## config.mk

```make
export PLATFORM = sky130hd
export DESIGN_NAME = neuron_accumulator
export DESIGN_NICKNAME = d
export VERILOG_FILES = /design/src/rtl/neuron_accumulator.sv
export SDC_FILE = /design/constraint.sdc
export NUM_CORES = 1
export LEC_CHECK = 0
export ABC_AREA = 1
export CORE_MARGIN = 2
export CORE_UTILIZATION = 43
export DETAILED_ROUTE_END_ITERATION = 10
export PLACE_DENSITY = 0.66
export REMOVE_ABC_BUFFERS = 1
export SYNTH_ARGS = -nofsm -noshare
export SYNTH_HDL_FRONTEND = slang
export SYNTH_SLANG_ARGS = --single-unit
```

## constraint.sdc

```tcl
create_clock -name clk_i -period 2.1 [get_ports clk_i]
set_input_delay 0.315 -clock clk_i [delete_from_list [all_inputs] [get_ports clk_i]]
set_output_delay 0.315 -clock clk_i [all_outputs]
set_load 0.03 [all_outputs]
```

## src/rtl/neuron_accumulator.sv

```systemverilog
// rtl/neuron_accumulator.sv - sums NUM_INPUTS signed products plus a bias, saturates,
// optionally applies ReLU and hands one neuron result out on a valid/ready port.
module neuron_accumulator #(
  parameter int NUM_INPUTS = 16,
  parameter int DATA_WIDTH = 32,
  parameter int ACC_WIDTH  = 48
) (
  input  logic                  clk_i,
  input  logic                  reset_i,
  input  logic [DATA_WIDTH-1:0] product_i,
  input  logic                  product_valid_i,
  output logic                  product_ready_o,
  input  logic [DATA_WIDTH-1:0] bias_i,
  input  logic                  relu_en_i,
  output logic [DATA_WIDTH-1:0] result_o,
  output logic                  result_valid_o,
  input  logic                  result_ready_i,
  output logic                  busy_o
);

  localparam int CNT_W = (NUM_INPUTS > 1) ? $clog2(NUM_INPUTS) : 1;
  localparam logic [CNT_W-1:0] LAST_CNT = CNT_W'(NUM_INPUTS - 1);
  localparam int EXT_W = ACC_WIDTH - DATA_WIDTH;

  // Saturation bounds of the DATA_WIDTH result, expressed at accumulator width.
  localparam logic signed [ACC_WIDTH-1:0] SAT_MAX =
    {{(EXT_W + 1){1'b0}}, {(DATA_WIDTH - 1){1'b1}}};
  localparam logic signed [ACC_WIDTH-1:0] SAT_MIN =
    {{(EXT_W + 1){1'b1}}, {(DATA_WIDTH - 1){1'b0}}};

  typedef enum logic [1:0] {
    ST_ACCUM    = 2'd0,
    ST_ADD_BIAS = 2'd1,
    ST_ACTIVATE = 2'd2,
    ST_OUT      = 2'd3
  } state_t;

  state_t                         state_q, state_d;
  logic        [CNT_W-1:0]        count_q, count_d;
  logic signed [ACC_WIDTH-1:0]    acc_q, acc_d;
  logic        [DATA_WIDTH-1:0]   bias_q, bias_d;
  logic                           relu_q, relu_d;
  logic        [DATA_WIDTH-1:0]   result_q, result_d;
  logic                           result_valid_q, result_valid_d;

  logic signed [ACC_WIDTH-1:0]    product_ext;
  logic signed [ACC_WIDTH-1:0]    bias_ext;
  logic        [DATA_WIDTH-1:0]   sat_value;

  assign product_ext = {{EXT_W{product_i[DATA_WIDTH-1]}}, product_i};
  assign bias_ext    = {{EXT_W{bias_q[DATA_WIDTH-1]}}, bias_q};

  always_comb begin
    sat_value = acc_q[DATA_WIDTH-1:0];
    if (acc_q > SAT_MAX) begin
      sat_value = SAT_MAX[DATA_WIDTH-1:0];
    end else if (acc_q < SAT_MIN) begin
      sat_value = SAT_MIN[DATA_WIDTH-1:0];
    end
  end

  always_comb begin
    state_d        = state_q;
    count_d        = count_q;
    acc_d          = acc_q;
    bias_d         = bias_q;
    relu_d         = relu_q;
    result_d       = result_q;
    result_valid_d = result_valid_q;

    case (state_q)
      ST_ACCUM: begin
        if (product_valid_i) begin
          // The first beat of a neuron starts a fresh sum and captures its bias/ReLU.
          if (count_q == '0) begin
            acc_d  = product_ext;
            bias_d = bias_i;
            relu_d = relu_en_i;
          end else begin
            acc_d = acc_q + product_ext;
          end
          if (count_q == LAST_CNT) begin
            count_d = '0;
            state_d = ST_ADD_BIAS;
          end else begin
            count_d = count_q + 1'b1;
          end
        end
      end
      ST_ADD_BIAS: begin
        acc_d   = acc_q + bias_ext;
        state_d = ST_ACTIVATE;
      end
      ST_ACTIVATE: begin
        result_d       = (relu_q && sat_value[DATA_WIDTH-1]) ? '0 : sat_value;
        result_valid_d = 1'b1;
        state_d        = ST_OUT;
      end
      ST_OUT: begin
        if (result_ready_i) begin
          result_valid_d = 1'b0;
          state_d        = ST_ACCUM;
        end
      end
      default: begin
        state_d = ST_ACCUM;
      end
    endcase
  end

  always_ff @(posedge clk_i) begin
    if (reset_i) begin
      state_q        <= ST_ACCUM;
      count_q        <= '0;
      acc_q          <= '0;
      bias_q         <= '0;
      relu_q         <= 1'b0;
      result_q       <= '0;
      result_valid_q <= 1'b0;
    end else begin
      state_q        <= state_d;
      count_q        <= count_d;
      acc_q          <= acc_d;
      bias_q         <= bias_d;
      relu_q         <= relu_d;
      result_q       <= result_d;
      result_valid_q <= result_valid_d;
    end
  end

  assign product_ready_o = (state_q == ST_ACCUM) && !reset_i;
  assign busy_o          = (count_q != '0) || (state_q != ST_ACCUM);
  assign result_o        = result_q;
  assign result_valid_o  = result_valid_q;

endmodule

```

==> flow_summary.yaml <==
route:
  dr.max_layer_used: "met4"
  drt_iter0_drc: 1499
  drt_first_pass_iters: 7
  dr_wl_met2_mm: 27.1
  vias: 17300
  wl_per_cell_um: 18.4
  wl_met1_mm: 26.1
  ant_nets: 0
  finalWirelength_mm: 59.7
  drc: 0
  vias_per_cell: 5.32
  route.met3.wl_mm: 4.57
clock_network:
  cts_hold_buf: 0
  clk_latency_ns: 0.44
  numCtsBuffers: 17
  clock-sinks: 120
  cts_tree: "yes"
  htree_levels: 4
  clk_path_buf_depth: 2
  clkSlewWorstSetupHoldPaths_ns: 0.06
  cts_root_buf: "clkbuf_16"
global_routing:
  grt_pass1_vias: 16100
  gr-total-overflow: 0
  grt_max_degree: 74
  grt_pass1_wl_mm: 88.5
  antenna_found_initial: 0
  grt_usage_pct: 34.8
sta:
  rsz0062_at_grt: "yes"
  worst_pin_slew_ns: 0.466
  hold_viol: 0
  setup_ws_ns: -0.222
  setup_violations: 29
  timing.fmax_mhz: 431
  finalClockSkew_ns: 0.00962
  maxSlewHeadroom_pct: 68.9
  period_share_pct: 111
  min_period_ns: 2.32
  drv_slew: 0
setup_path:
  crit_path_end_kind: "register"
  critical-path-max-stage-delay_ns: 0.42
  crit_chain: "ha_4 > buf_4 > nand2_1 > nand2_1 > nand2_1 > nand2_1 > nand2_1 > nand2_2 > nand3b_1 > buf_4 > xor2_1 > o21bai_1 > a31oi_1"
  critPathKind: "reg2reg"
  cp_slowest_cell: "dfxtp_4"
  r2r_cells: 13
  cp.required_ns: 2.41
  critPathMostFrequentCell: "nand2_1"
  crit_arrival_ns: 2.63
  path_max_fanout: 3
  start_kind: "register"
yosys:
  synth_top_cells_by_area: "nand2_1, dfxtp_1, inv_1"
  syn_avg_cell_area_um2: 5.60
  netlist_instances: 2387
  yosysTopAreaCell: "nand2_1"
  synth-seq-cells: 120
  ys_seq_area_share_pct: 18.0
  synth_top_area_share_pct: 20.8
  ys_warn_count: 0
  synth_cell_types: 47
  synth.cell_area_um2: 13400
flow_run:
  max_cap_violations: 0
min_path:
  hold_path_class: "in2reg"
  whs_path_depth: 3
power_and_ir_drop:
  clkPwrFrac_pct: 21.2
  powerDensity_nw_per_um2: 682
  peakVddDrop_mv: 0.645
  seq_power_share_pct: 20.8
  p_int_uw: 8220
  pwr-share-comb_pct: 57.9
  switching_share_pct: 43.4
  p_switching_uw: 6310
  leakage_uw: 0.0104
finish:
  drive_gt1_share_pct: 34.9
  final_cell_mix: "nand2_1, inv_1, buf_4"
  multi_input_area_um2: 11700
  nFillCells: 2625
  fin_area_um2: 21300
  antenna_cells: 0
  final_common_cell: "nand2_1"
  final_core_util_pct: 69.6
  fin_nets: 3009
  regArea_um2: 2520
  synthToLayoutAreaGrowth_pct: 59.1
floorplan:
  ios: 104
  fp.coreArea_um2: 30600
  rows: 64
  initial_core_util_pct: 43.7
  fp.dieH_um: 180
  die-area_um2: 32500
  die_x_um: 180
run_status:
  violations: "negative setup slack"
  status: "finished with violations"
placement:
  io_buffers: 103
  place_ws_ns: -0.737
  hpwl_mm: 45.8
  placed_area_um2: 17500
  gp_congestion: 1.02
==> cell families after synthesis <==
group	after synthesis	share of synthesized area, %
AND/OR/NAND/NOR	1167	37.2
buffers and inverters	517	14.7
flip-flops	120	18.0
AO/OA/AOI/OAI	447	18.3
XOR/XNOR	34	2.23
adder cells (fa/ha/maj)	102	9.65
==> metal layers <==
layer | global-route usage [%] | vias to the layer above
li1 | - | 8482
met1 | 47.9 | 8011
met2 | 56.3 | 654
met3 | 4.32 | 125
met4 | 11.6 | 0
met5 | 0 | -
==> timing repair <==
item | CTS | global route
endpoints found under the setup margin | 42 | 41
pin swaps | 35 | 105
resized for setup | 297 | 372
buffers inserted | 13 | 24
hold endpoints to repair | 0 | 0
gates cloned | 1 | 1
==> path summary, 6_finish.rpt <==
| path | from | to | slack [ns] |
|---|---|---|---|
| worst max-delay path | acc_q[13]$_SDFFE_PP0P_ | acc_q[20]$_SDFFE_PP0P_ | -0.22 |
| worst min-delay path | reset_i | result_o[28]$_SDFFE_PP0P_ | 0.30 |
| worst max register to register | acc_q[13]$_SDFFE_PP0P_ | acc_q[20]$_SDFFE_PP0P_ | -0.22 |
| worst min register to register | result_o[13]$_SDFFE_PP0P_ | result_o[13]$_SDFFE_PP0P_ | 0.47 |
==> critical path, delay by kind of cell, from the launching register on <==
family | cells | cell delay (ns)
AND/OR/NAND/NOR | 7 | 0.71
adder cells (fa/ha/maj) | 1 | 0.22
flip-flops | 1 | 0.42
AO/OA/AOI/OAI | 2 | 0.37
XOR/XNOR | 1 | 0.13
buffers and inverters | 2 | 0.33
==> stage by stage <==
step,hold WS [ns],setup TNS [ns],cells,total power (uW)
6_report,0.303,-2.13,3247,14500
5_1_grt,0.318,-6.33,3247,15300
4_1_cts,0.304,-1.81,3225,13400
3_5_place_dp,0.443,-23.23,3179,9470
3_3_place_gp,0.443,-22.06,3179,9400
2_1_floorplan,0.384,-104.75,2329,6200
==> cell type report <==
cell class / instances / area share, %
Clock buffer: 17 / 2.00
Clock inverter: 15 / 0.835
Inverter: 459 / 8.11
Multi-Input combinational cell: 1750 / 54.8
Sequential cell: 120 / 11.8
Tap cell: 396 / 2.33
Timing Repair Buffer: 490 / 20.1
==> cells in the mapped netlist, drive strengths merged <==
cell / n
nor3b: 1
buf: 17
and2: 5
o41a: 1
xor2: 27
xnor2: 7
dfxtp: 120
a22oi: 1
o21ba: 1
nand3: 155
or2: 5
o22ai: 1
o211ai: 8
nand4: 27
nor2: 179
o21a: 5
ha: 100
nand2: 765
nand3b: 7
a21oi: 191
inv: 454
clkbuf: 41
clkinv: 5
a31oi: 15
nor4: 7
a221oi: 4
o21ai: 177
a211oi: 1
a21boi: 2
o21bai: 35
a21o: 5
nor3: 16
fa: 2
==> power by group through the flow <==
stage | logic (uW) | clock network (uW) | registers, uW
floorplan | 3380 | 0 | 2820
global placement | 6520 | 0 | 2880
detailed placement | 6580 | 0 | 2890
CTS | 7330 | 3100 | 2950
global route | 9040 | 3190 | 3040
finish | 8420 | 3080 | 3030
==> flip-flops by register name (all words and copies together), names as in the netlist <==
signal          flops
state_q             2
result_valid_o      1
relu_q              1
bias_q             32
result_o           32
acc_q              48
count_q             4
No activity file was read; power rests on OpenSTA's default activity.
